File: config.mk
export PLATFORM = sky130hd
export DESIGN_NAME = hamming_seq_ctrl
export DESIGN_NICKNAME = d
export VERILOG_FILES = /design/src/rtl/hamming_seq_ctrl.sv
export SDC_FILE = /design/constraint.sdc
export NUM_CORES = 1
export LEC_CHECK = 0
export CORE_MARGIN = 3
export CORE_UTILIZATION = 35
export CTS_CLUSTER_DIAMETER = 50
export DETAILED_ROUTE_END_ITERATION = 10
export PLACE_DENSITY = 0.65
export SLEW_MARGIN = 15
export SYNTH_ARGS = -nofsm -noshare
export SYNTH_HDL_FRONTEND = slang
export SYNTH_SLANG_ARGS = --single-unit
export TNS_END_PERCENT = 5
File: constraint.sdc
create_clock -name clk_i -period 3 [get_ports clk_i]
set_clock_uncertainty 0.2 [all_clocks]
set_input_delay 0.45 -clock clk_i [delete_from_list [all_inputs] [get_ports clk_i]]
set_output_delay 0.45 -clock clk_i [all_outputs]
set_load 0.03 [all_outputs]
File: src/rtl/hamming_seq_ctrl.sv
// Sequencer for the combinational Hamming (7,4) check/display datapath: captures operands,
// holds them for SETTLE_CYCLES, then latches results. Optional bit-flip injection via ERR_INJECT_EN.
module hamming_seq_ctrl #(
  parameter int unsigned SETTLE_CYCLES = 2,
  parameter int unsigned CNT_W         = 8
) (
  input  logic             clk_i,
  input  logic             rst_n_i,
  input  logic             start_i,
  input  logic [3:0]       entrada_i,
  input  logic [6:0]       palabra_i,
`ifdef ERR_INJECT_EN
  input  logic [2:0]       inject_i,
`endif
  output logic [3:0]       dp_entrada_o,
  output logic [6:0]       dp_palabra_o,
  output logic             dp_valid_o,
  input  logic [6:0]       dp_siete_seg_i,
  input  logic [3:0]       dp_led_i,
  input  logic             dp_error_i,
  output logic [6:0]       siete_seg_o,
  output logic [3:0]       led_o,
  output logic             error_o,
  output logic             busy_o,
  output logic             done_o,
  output logic [CNT_W-1:0] err_count_o
);

  localparam int unsigned      SCW         = 4;
  localparam logic [SCW-1:0]   SETTLE_LOAD = SCW'(SETTLE_CYCLES - 1);
  localparam logic [CNT_W-1:0] CNT_MAX     = '1;

  typedef enum logic {
    IDLE   = 1'b0,
    SETTLE = 1'b1
  } state_t;

  state_t            state_q, state_d;
  logic [SCW-1:0]    cnt_q, cnt_d;
  logic [3:0]        dp_entrada_q, dp_entrada_d;
  logic [6:0]        dp_palabra_q, dp_palabra_d;
  logic              dp_valid_q, dp_valid_d;
  logic [6:0]        siete_seg_q, siete_seg_d;
  logic [3:0]        led_q, led_d;
  logic              error_q, error_d;
  logic              busy_q, busy_d;
  logic              done_q, done_d;
  logic [CNT_W-1:0]  err_count_q, err_count_d;
  logic [6:0]        inj_mask_c;

  // Code-word bit to invert at capture (all zero when injection is not built in)
`ifdef ERR_INJECT_EN
  always_comb begin
    inj_mask_c = '0;
    if (inject_i != 3'd0) inj_mask_c[inject_i - 3'd1] = 1'b1;
  end
`else
  assign inj_mask_c = '0;
`endif

  always_ff @(posedge clk_i or negedge rst_n_i) begin
    if (!rst_n_i) begin
      state_q      <= IDLE;
      cnt_q        <= '0;
      dp_entrada_q <= '0;
      dp_palabra_q <= '0;
      dp_valid_q   <= 1'b0;
      siete_seg_q  <= '0;
      led_q        <= '0;
      error_q      <= 1'b0;
      busy_q       <= 1'b0;
      done_q       <= 1'b0;
      err_count_q  <= '0;
    end else begin
      state_q      <= state_d;
      cnt_q        <= cnt_d;
      dp_entrada_q <= dp_entrada_d;
      dp_palabra_q <= dp_palabra_d;
      dp_valid_q   <= dp_valid_d;
      siete_seg_q  <= siete_seg_d;
      led_q        <= led_d;
      error_q      <= error_d;
      busy_q       <= busy_d;
      done_q       <= done_d;
      err_count_q  <= err_count_d;
    end
  end

  // Next-state and next-output logic; everything holds unless a transition updates it
  always_comb begin
    state_d      = state_q;
    cnt_d        = cnt_q;
    dp_entrada_d = dp_entrada_q;
    dp_palabra_d = dp_palabra_q;
    dp_valid_d   = dp_valid_q;
    siete_seg_d  = siete_seg_q;
    led_d        = led_q;
    error_d      = error_q;
    busy_d       = busy_q;
    done_d       = 1'b0;
    err_count_d  = err_count_q;

    case (state_q)
      IDLE: begin
        if (start_i) begin
          dp_entrada_d = entrada_i;
          dp_palabra_d = palabra_i ^ inj_mask_c;
          dp_valid_d   = 1'b1;
          busy_d       = 1'b1;
          cnt_d        = SETTLE_LOAD;
          state_d      = SETTLE;
        end
      end
      SETTLE: begin
        if (cnt_q != '0) begin
          cnt_d = cnt_q - SCW'(1);
        end else begin
          siete_seg_d = dp_siete_seg_i;
          led_d       = dp_led_i;
          error_d     = dp_error_i;
          done_d      = 1'b1;
          dp_valid_d  = 1'b0;
          busy_d      = 1'b0;
          if (dp_error_i && (err_count_q != CNT_MAX)) err_count_d = err_count_q + CNT_W'(1);
          state_d     = IDLE;
        end
      end
    endcase
  end

  assign dp_entrada_o = dp_entrada_q;
  assign dp_palabra_o = dp_palabra_q;
  assign dp_valid_o   = dp_valid_q;
  assign siete_seg_o  = siete_seg_q;
  assign led_o        = led_q;
  assign error_o      = error_q;
  assign busy_o       = busy_q;
  assign done_o       = done_q;
  assign err_count_o  = err_count_q;

endmodule

==> flow_summary.json <==
{
  "comb_power_share_pct": 47.8,
  "dp.final_hpwl_um": 2459,
  "leakage_nw": 1.130,
  "ys_seq_area_share_pct": 57.58,
  "finalCritPeriodShare_pct": 69.25,
  "core_area_mm2": 0.004444,
  "antenna_found_initial": 0,
  "initial_core_util_pct": 37.16,
  "vias_per_cell": 4.757,
  "startpoint_type": "register",
  "critical_path_required_ns": 2.35,
  "internal-power_mw": 1.495,
  "clk_path_buf_depth": 2,
  "htreeDepth": 2,
  "synth_edf_count": 0,
  "status": "complete, no violations",
  "crit_chain": "clkdlybuf4s50_1",
  "clkSlewWorstSetupHoldPaths_ns": 0.07,
  "synth_fp_nets": 199,
  "async_reset_ff_share_pct": 100.0,
  "clk_latency_ns": 0.29,
  "drv_cap": 0,
  "fmax_mhz": 481.3,
  "clockPowerShare_pct": 17.5,
  "cp_num_buf_inv": 1,
  "p_sw_mw": 1.019,
  "hold_class": "in2async",
  "grt_usage_pct": 13.58,
  "drive_above_1_share_pct": 8.190,
  "yosys.cell_types.count": 29,
  "num_io_pins": 60,
  "vias": 1351,
  "setup-violations-final": 0,
  "synth_seq_cells": 38,
  "clock-root-buffer": "clkbuf_8",
  "critical-path-slowest-cell": "clkdlybuf4s50_1",
  "period_minus_slack_ns": 2.078,
  "grt_max_degree": 39,
  "cts_setup_buffers": 0,
  "ir_worst_vdd_mv": 0.5134,
  "crit_type": "reg2out",
  "routed_wl_um": 3495,
  "synth_area_leaders": "dfrtp_1, nand2_1, ha_1, mux2_2, mux2i_1",
  "tns_ns": 0,
  "critPathMaxStageDelay_ns": 0.71,
  "cts_resized": 0,
  "antenna_cells": 0,
  "yosys_warnings": 0,
  "grt_overflow_total": 0,
  "antenna_left": 0,
  "drt_iter0_drc": 73,
  "clock_sinks": 38,
  "syn_area_mm2": 0.001652,
  "gp_congestion": 0.7982,
  "die_w_um": 74.70,
  "nNetsFinal": 261,
  "drv_slew": 0,
  "cts_made_buffers": 5,
  "tightestPinTransition_ns": 0.8406,
  "finish.utilization_pct": 53.94,
  "power_density_mw_per_mm2": 1049,
  "avgSynthCellArea_um2": 9.715,
  "rsz0062_at_grt": "no",
  "hold_violations": 0,
  "die-area_mm2": 0.005579,
  "rows": 24,
  "yosysMostFrequentCell": "nand2_1",
  "syn_inst": 170,
  "slew_headroom_pct": 43.96,
  "sequentialPowerShare_pct": 34.8,
  "synth.largest_area_cell": "dfrtp_1",
  "numPortBuffers": 59,
  "p_sw_share_pct": 40.54,
  "cp.arrival_ns": 1.43,
  "drt-pass1-iter-count": 4,
  "synth_commonest_cells": "nand2_1, dfrtp_1, inv_1, nand3_1",
  "synth.top_cell.area_share_pct": 57.58,
  "die_y_um": 74.70,
  "grt_pass1_wl_um": 5761,
  "drc": 0,
  "wl_per_cell_um": 12.31,
  "synthFlopType": "dfrtp_1",
  "area_growth_pct": 45.15,
  "end_kind": "primary output",
  "cts_hold_repair.buffers": 0,
  "grt_pass1_vias": 1245,
  "cp_max_fo": 6,
  "cts_tree": "yes",
  "path_delay_family": "buffers and inverters"
}
==> placed cells by master (no fill, tap or decap), types with 4 or more instances in the layout <==
cell / Yosys / routed
clkbuf_8: 0 / 6
dfrtp_1: 38 / 38
inv_1: 6 / 6
nand2_1: 79 / 79
clkdlybuf4s50_1: 0 / 58
nand3_1: 4 / 4
==> worst paths after layout <==
| check | from | to | slack (ns) | cells after the start |
|---|---|---|---|---|
| min in group clk_i | dp_palabra_o[2] | dp_palabra_o[2] | 0.28 | 2 |
| hold / removal | rst_n_i | error_o | 0.06 | 1 |
| setup reg to reg | cnt_q[0] | err_count_o[1] | 0.93 | 7 |
| setup / recovery | err_count_o[2] | err_count_o[2] | 0.92 | 1 |
| max in group asynchronous | rst_n_i | err_count_o[4] | 2.01 | 1 |
| hold reg to reg | dp_palabra_o[2] | dp_palabra_o[2] | 0.28 | 2 |
==> metal layers <==
metal	GRT usage (%)	share of wire [%]	wire (µm)
met5	0	0	0
met4	4.150	0.72	25
met3	5.741	7.6	265
met2	20.59	45	1568
met1	17.79	47	1635
==> cells by family after synthesis <==
group                    synth area share (%)
AND/OR/NAND/NOR                         25.61
flip-flops                              57.58
buffers and inverters                   4.091
AO/OA/AOI/OAI                           4.697
multiplexers                            5.227
adder cells (fa/ha/maj)                 2.273
XOR/XNOR                               0.5304
==> registers in the layout, indices dropped and copies added, names as in the netlist <==
register      flops
led_o             4
dp_entrada_o      4
siete_seg_o       7
error_o           1
done_o            1
dp_palabra_o      7
busy_o            1
err_count_o       8
cnt_q             4
state_q           1
==> per-stage QoR <==
stage / worst slack, ns / instance area [µm²] / power (mW) / hold slack, ns / cells
5_1_grt: 0.7760 / 2397 / 2.696 / 0.1221 / 284
3_3_place_gp: 0.8320 / 2285 / 2.086 / 0.2568 / 277
4_1_cts: 0.9063 / 2397 / 2.549 / 0.08361 / 284
3_5_place_dp: 0.7993 / 2285 / 2.098 / 0.2628 / 277
6_report: 0.9224 / 2397 / 2.514 / 0.06484 / 284
2_1_floorplan: 1.126 / 1652 / 1.602 / -0.04559 / 170
==> power by group through the flow <==
stage | Sequential, mW | Combinational [mW] | Clock (mW)
after floorplan | 1.21 | 0.393 | 0
after global placement | 0.879 | 1.21 | 0
after detailed placement | 0.880 | 1.22 | 0
after CTS | 0.876 | 1.22 | 0.452
after global routing | 0.909 | 1.32 | 0.472
final | 0.874 | 1.20 | 0.439
==> layout make-up <==
class / count / area, µm²
well taps: 52 / 65.06
clock inverters: 1 / 30.03
inverters: 7 / 27.53
fillers: 409 / 2047
multi-input cells: 118 / 633.1
repair buffers: 62 / 608.1
clock buffers: 6 / 82.58
flip-flops and latches: 38 / 950.9
Power figures use the tool's default switching activity.
